--- src/rtl/branch_update_queue.sv ---
// Resolve-side queue for the tournament predictor: holds per-branch prediction
// metadata from fetch and turns each in-order resolve into one-cycle training commands.
module branch_update_queue #(
  parameter int DEPTH        = 4,
  parameter int pc_idx_start = 6,
  parameter int pc_idx_width = 4,
  parameter int bhr_width    = 4
) (
  input  logic                      clk,
  input  logic                      rst,
  input  logic                      enq_valid,
  output logic                      enq_ready,
  input  logic [31:0]               enq_pc,
  input  logic                      enq_global_pred,
  input  logic                      enq_local_pred,
  input  logic                      enq_final_pred,
  input  logic [bhr_width-1:0]      enq_bhr,
  input  logic                      res_valid,
  input  logic                      res_taken,
  input  logic                      flush,
  output logic                      upd_valid,
  output logic                      upd_br_en,
  output logic [pc_idx_width-1:0]   upd_idx,
  output logic [bhr_width-1:0]      upd_bhr,
  output logic                      upd_meta_valid,
  output logic                      upd_meta_to_global,
  output logic                      mispredict,
  output logic                      res_err,
  output logic [$clog2(DEPTH):0]    count,
  output logic [31:0]               stat_branches,
  output logic [31:0]               stat_mispredicts
);

  localparam int PW = $clog2(DEPTH);
  localparam int CW = PW + 1;

  logic [pc_idx_width-1:0] idxMem_q [DEPTH];
  logic [bhr_width-1:0]    bhrMem_q [DEPTH];
  logic [DEPTH-1:0]        gMem_q, lMem_q, fMem_q;

  logic [PW-1:0] head_q, tail_q;
  logic [CW-1:0] count_q;

  logic                    updValid_q, updBrEn_q, metaValid_q, metaToGlobal_q;
  logic                    mispredict_q, resErr_q;
  logic [pc_idx_width-1:0] updIdx_q;
  logic [bhr_width-1:0]    updBhr_q;
  logic [31:0]             statBranches_q, statMispredicts_q;

  logic isFull, isEmpty, doRes, doEnq, isMis, clearAll;
  logic headG, headL, headF;
  logic unusedPcBits;

  // Only the index slice of the PC is kept; the rest is intentionally dropped.
  assign unusedPcBits = ^enq_pc;

  always_comb begin
    isFull   = (count_q == CW'(DEPTH));
    isEmpty  = (count_q == '0);
    headG    = gMem_q[head_q];
    headL    = lMem_q[head_q];
    headF    = fMem_q[head_q];
    doRes    = res_valid && !isEmpty;
    isMis    = doRes && (headF != res_taken);
    clearAll = isMis || flush;
    doEnq    = enq_valid && !isFull && !clearAll;
  end

  always_ff @(posedge clk) begin
    if (doEnq) begin
      idxMem_q[tail_q] <= enq_pc[pc_idx_start +: pc_idx_width];
      bhrMem_q[tail_q] <= enq_bhr;
      gMem_q[tail_q]   <= enq_global_pred;
      lMem_q[tail_q]   <= enq_local_pred;
      fMem_q[tail_q]   <= enq_final_pred;
    end
  end

  always_ff @(posedge clk) begin
    if (rst) begin
      head_q            <= '0;
      tail_q            <= '0;
      count_q           <= '0;
      updValid_q        <= 1'b0;
      updBrEn_q         <= 1'b0;
      updIdx_q          <= '0;
      updBhr_q          <= '0;
      metaValid_q       <= 1'b0;
      metaToGlobal_q    <= 1'b0;
      mispredict_q      <= 1'b0;
      resErr_q          <= 1'b0;
      statBranches_q    <= '0;
      statMispredicts_q <= '0;
    end else begin
      // A squash or flush discards everything behind the popped head.
      if (clearAll) begin
        head_q  <= tail_q;
        count_q <= '0;
      end else begin
        head_q  <= head_q + PW'(doRes);
        tail_q  <= tail_q + PW'(doEnq);
        count_q <= count_q + CW'(doEnq) - CW'(doRes);
      end
      updValid_q     <= doRes;
      updBrEn_q      <= doRes && res_taken;
      updIdx_q       <= doRes ? idxMem_q[head_q] : '0;
      updBhr_q       <= doRes ? bhrMem_q[head_q] : '0;
      metaValid_q    <= doRes && (headG != headL);
      metaToGlobal_q <= doRes && (headG != headL) && (headG == res_taken);
      mispredict_q   <= isMis;
      resErr_q       <= res_valid && isEmpty;
      if (doRes && statBranches_q != '1)
        statBranches_q <= statBranches_q + 32'd1;
      if (isMis && statMispredicts_q != '1)
        statMispredicts_q <= statMispredicts_q + 32'd1;
    end
  end

  assign enq_ready          = !isFull;
  assign count              = count_q;
  assign upd_valid          = updValid_q;
  assign upd_br_en          = updBrEn_q;
  assign upd_idx            = updIdx_q;
  assign upd_bhr            = updBhr_q;
  assign upd_meta_valid     = metaValid_q;
  assign upd_meta_to_global = metaToGlobal_q;
  assign mispredict         = mispredict_q;
  assign res_err            = resErr_q;
  assign stat_branches      = statBranches_q;
  assign stat_mispredicts   = statMispredicts_q;

endmodule

--- config.mk ---
export PLATFORM = sky130hd
export DESIGN_NAME = branch_update_queue
export DESIGN_NICKNAME = d
export VERILOG_FILES = /design/src/rtl/branch_update_queue.sv
export SDC_FILE = /design/constraint.sdc
export NUM_CORES = 1
export LEC_CHECK = 0
export ABC_AREA = 1
export CAP_MARGIN = 15
export CORE_MARGIN = 5
export CORE_UTILIZATION = 50
export DETAILED_ROUTE_END_ITERATION = 16
export GPL_TIMING_DRIVEN = 0
export PLACE_DENSITY_LB_ADDON = 0.25
export SLEW_MARGIN = 15
export SYNTH_ARGS = -nofsm -noshare
export SYNTH_HDL_FRONTEND = slang
export SYNTH_SLANG_ARGS = --single-unit
--- constraint.sdc ---
create_clock -name clk -period 3.3 [get_ports clk]
set_clock_uncertainty 0.05 [all_clocks]
set_input_delay 0.825 -clock clk [delete_from_list [all_inputs] [get_ports clk]]
set_output_delay 0.825 -clock clk [all_outputs]
set_load 0.02 [all_outputs]
==> results of run 1 <==
-- critical path, stage by stage --
cell and delay [ns]:
clkdlybuf4s50_1 0.47, inv_1 0.07, nor2_4 0.26, nand3_4 0.18, nand2_4 0.16, nor2_1 0.08, inv_1 0.07, ha_1 0.21
inv_1 0.06, ha_1 0.13, inv_1 0.05, fa_1 0.38, or2_2 0.30, a21oi_1 0.13
-- layout make-up --
class,instances,area [µm²]
fill,1143,4650
timing repair buffer,102,1020
buffer,24,156
clock inverter,15,173
sequential,129,3020
multi-input combinational,679,3270
tap,176,220
inverter,41,156
clock buffer,17,425
-- worst paths after layout --
check / from / endpoint / slack, ns / depth (start not counted)
max: res_valid / count[2] / 0.24 / 14
min: stat_mispredicts[12] / stat_mispredicts[12] / 0.47 / 2
max reg2reg: count[1] / count[2] / 0.49 / 13
min reg2reg: stat_mispredicts[12] / stat_mispredicts[12] / 0.47 / 2
-- stage by stage --
step | power, mW | cells | instance area (µm²) | setup WS, ns | hold slack (ns)
floorplan | 1.86 | 873 | 6580 | 0.538 | 0.440
global placement | 1.95 | 1147 | 7780 | -0.819 | 0.457
detailed placement | 1.96 | 1151 | 7840 | -0.205 | 0.464
CTS | 3.86 | 1183 | 8440 | 0.204 | 0.474
global route | 3.96 | 1183 | 8440 | 0.0435 | 0.488
finish | 3.84 | 1183 | 8440 | 0.235 | 0.471
-- cell usage after synthesis (3+ instances only) --
master	instances
inv_1	37
a21oi_1	44
nor2_1	162
dfxtp_1	85
ha_1	6
buf_8	3
nor2_4	4
xnor2_1	10
o21ai_0	25
nand3b_1	22
a21oi_2	19
clkbuf_1	9
edfxtp_1	44
buf_4	3
nand3_1	19
xor2_1	21
nor4_1	4
buf_2	5
nor3_1	9
nand2_2	18
nor2_2	4
nand2_1	298
-- where the power goes --
group / total [mW] / internal (mW) / switching, mW / leakage [nW]
combinational: 0.241 / 0.0883 / 0.153 / 1.59
clock: 1.91 / 1.14 / 0.776 / 0.295
sequential: 1.68 / 1.67 / 0.0163 / 1.08
total: 3.84 / 2.89 / 0.945 / 2.97
-- flip-flops by register name (all words and copies together) (netlist names), 16 cells and up --
signal and count:
bhrMem_q 16, stat_branches 32, stat_mispredicts 32, idxMem_q 16
-- cell usage in the layout, fill, tap and decap left out, drive strengths merged --
master,Yosys,layout
edfxtp,44,44
xnor2,10,10
nand2,319,319
clkinvlp,0,1
buf,15,19
nor2,170,170
ha,6,6
clkdlybuf4s50,0,98
nand3b,22,22
o21ai,27,27
or2,1,1
nand3,21,21
a21oi,63,63
nor4,4,4
nand4,1,1
o22a,1,1
inv,40,48
dfxtp,85,85
clkinv,1,5
nor3,9,9
and2,1,1
bufinv,0,2
clkbuf,9,26
fa,1,1
o21bai,2,2
xor2,21,21
-- cells by family after synthesis --
family	synth area share
AOI/OAI and AO/OA	0.0830
and+or+nand+nor	0.354
xor gates and xnor gates	0.0413
DFF	0.460
adders and majority gates	0.0145
buffers and inverters	0.0476
-- layer usage --
layer / global-route usage / share of wire / vias to the layer above
met3: 0.0420 / 0.063 / 31
met2: 0.357 / 0.47 / 209
met1: 0.310 / 0.45 / 2790
met5: 0 / 0 / -
met4: 0.0851 / 0.022 / 0
li1: - / - / 3046
==> impl_results.md, run 1 <==
* Min Tclk post-route at 3.06 ns
* Part of the Yosys area used for sequential elements at 0.460
* Setup CP Type: in2reg
* CP startpoint kind: input port
* Pwr per Cell Area at 455 nW/µm²
* Clk slew on worst S/H paths at 0.06 ns
* Status: complete, no violations
* Initial antenna violation count at 0
* Hold Path Class: reg2reg
* Syn. warnings at 0
* DIE AREA at 15500 µm²
* RSZ-0062 raised after global routing: false
* Post-CTS Setup Inserts at 0
* Total clock sinks at 129
* Diode count at 0
* Largest net degree at the start of global routing at 17
* Root Buffer: clkbuf_16
* # IOs at 127
* Core area at 13100 µm²
* Final #Nets at 1046
* Post-route ant nets at 0
* Cts repair resizes at 0
* DP HPWL at 12700 µm
* First-pass GRT wire length at 28500 µm
* Hold Vio Cnt, Final at 0
* LEAKAGE at 2.97 nW
* Die Y at 125 µm
* Clock Latency Late Sink at 0.42 ns
* 1st-iter DRT viols at 454
* Number of flops mapped to enable cells by yosys at 44
* Proportion of layout cells with a drive suffix above 1 at 0.106
* Vias per cell at 5.14
* GP Congestion at 0.972
* Arrival time worst endpoint at 3.37 ns
* Fin util at 0.645
* Synth top area cells: dfxtp_1, edfxtp_1, nand2_1
* CTS buffer count at 17
* Total GRT Usage at 0.226
* Syn Nets at 925
* Register bit total from synthesis at 129
* Final wirelength at 17300 µm
* Mapped Cells at 873
* CTS tree: done
* CTS max path bufs at 2
* CP Data Required Time at 3.60 ns
* H-tree Lvls at 4
* Max Clock Freq at 326 MHz
* Netlist cell types at 38
* Post-synthesis async set-or-reset flop share at 0
* Largest area contributor in the netlist: dfxtp_1
* Max-cap violations at 0
* Slew Limit Fails at 0
* Die X-Extent at 125 µm
* Worst VDD drop at 0.275 mV
* Initial core utilization at 0.503
* Vias in the first global route at 5634
* Avg Inst Size Synth at 7.53 µm²
* Congestion Overflow GR at 0
* DR WL/cell at 14.6 µm
* Post-CTS Hold Buffers at 0
* Via count at 6076
* Max transition margin at 0.405
* Row Count at 42
* Worst Tran Pin Value at 0.885 ns
* Synthesis-to-layout area growth at 28.3%
* Port bufs at 98
* Critical Path Fanout Max at 8
* Final period utilization at 0.929
* Main synth FF type: dfxtp_1
* Crit end category: flip-flop
* Drt drc at 0
* Setup TNS at 0 ns
* Mapped Area at 6580 µm²
* Setup-failing EPs final at 0
* First-pass iteration count of the detailed router at 7
* Post-synth top area share at 0.259
Note: power is estimated with default switching activity, not from simulation.
==> run 2: changes to the inputs <==
ABC_CLOCK_PERIOD_IN_PS = 3300   (was default)
==> results of run 2 <==
Same layout as run 1: the final DEF is identical, and so are final timing and power.
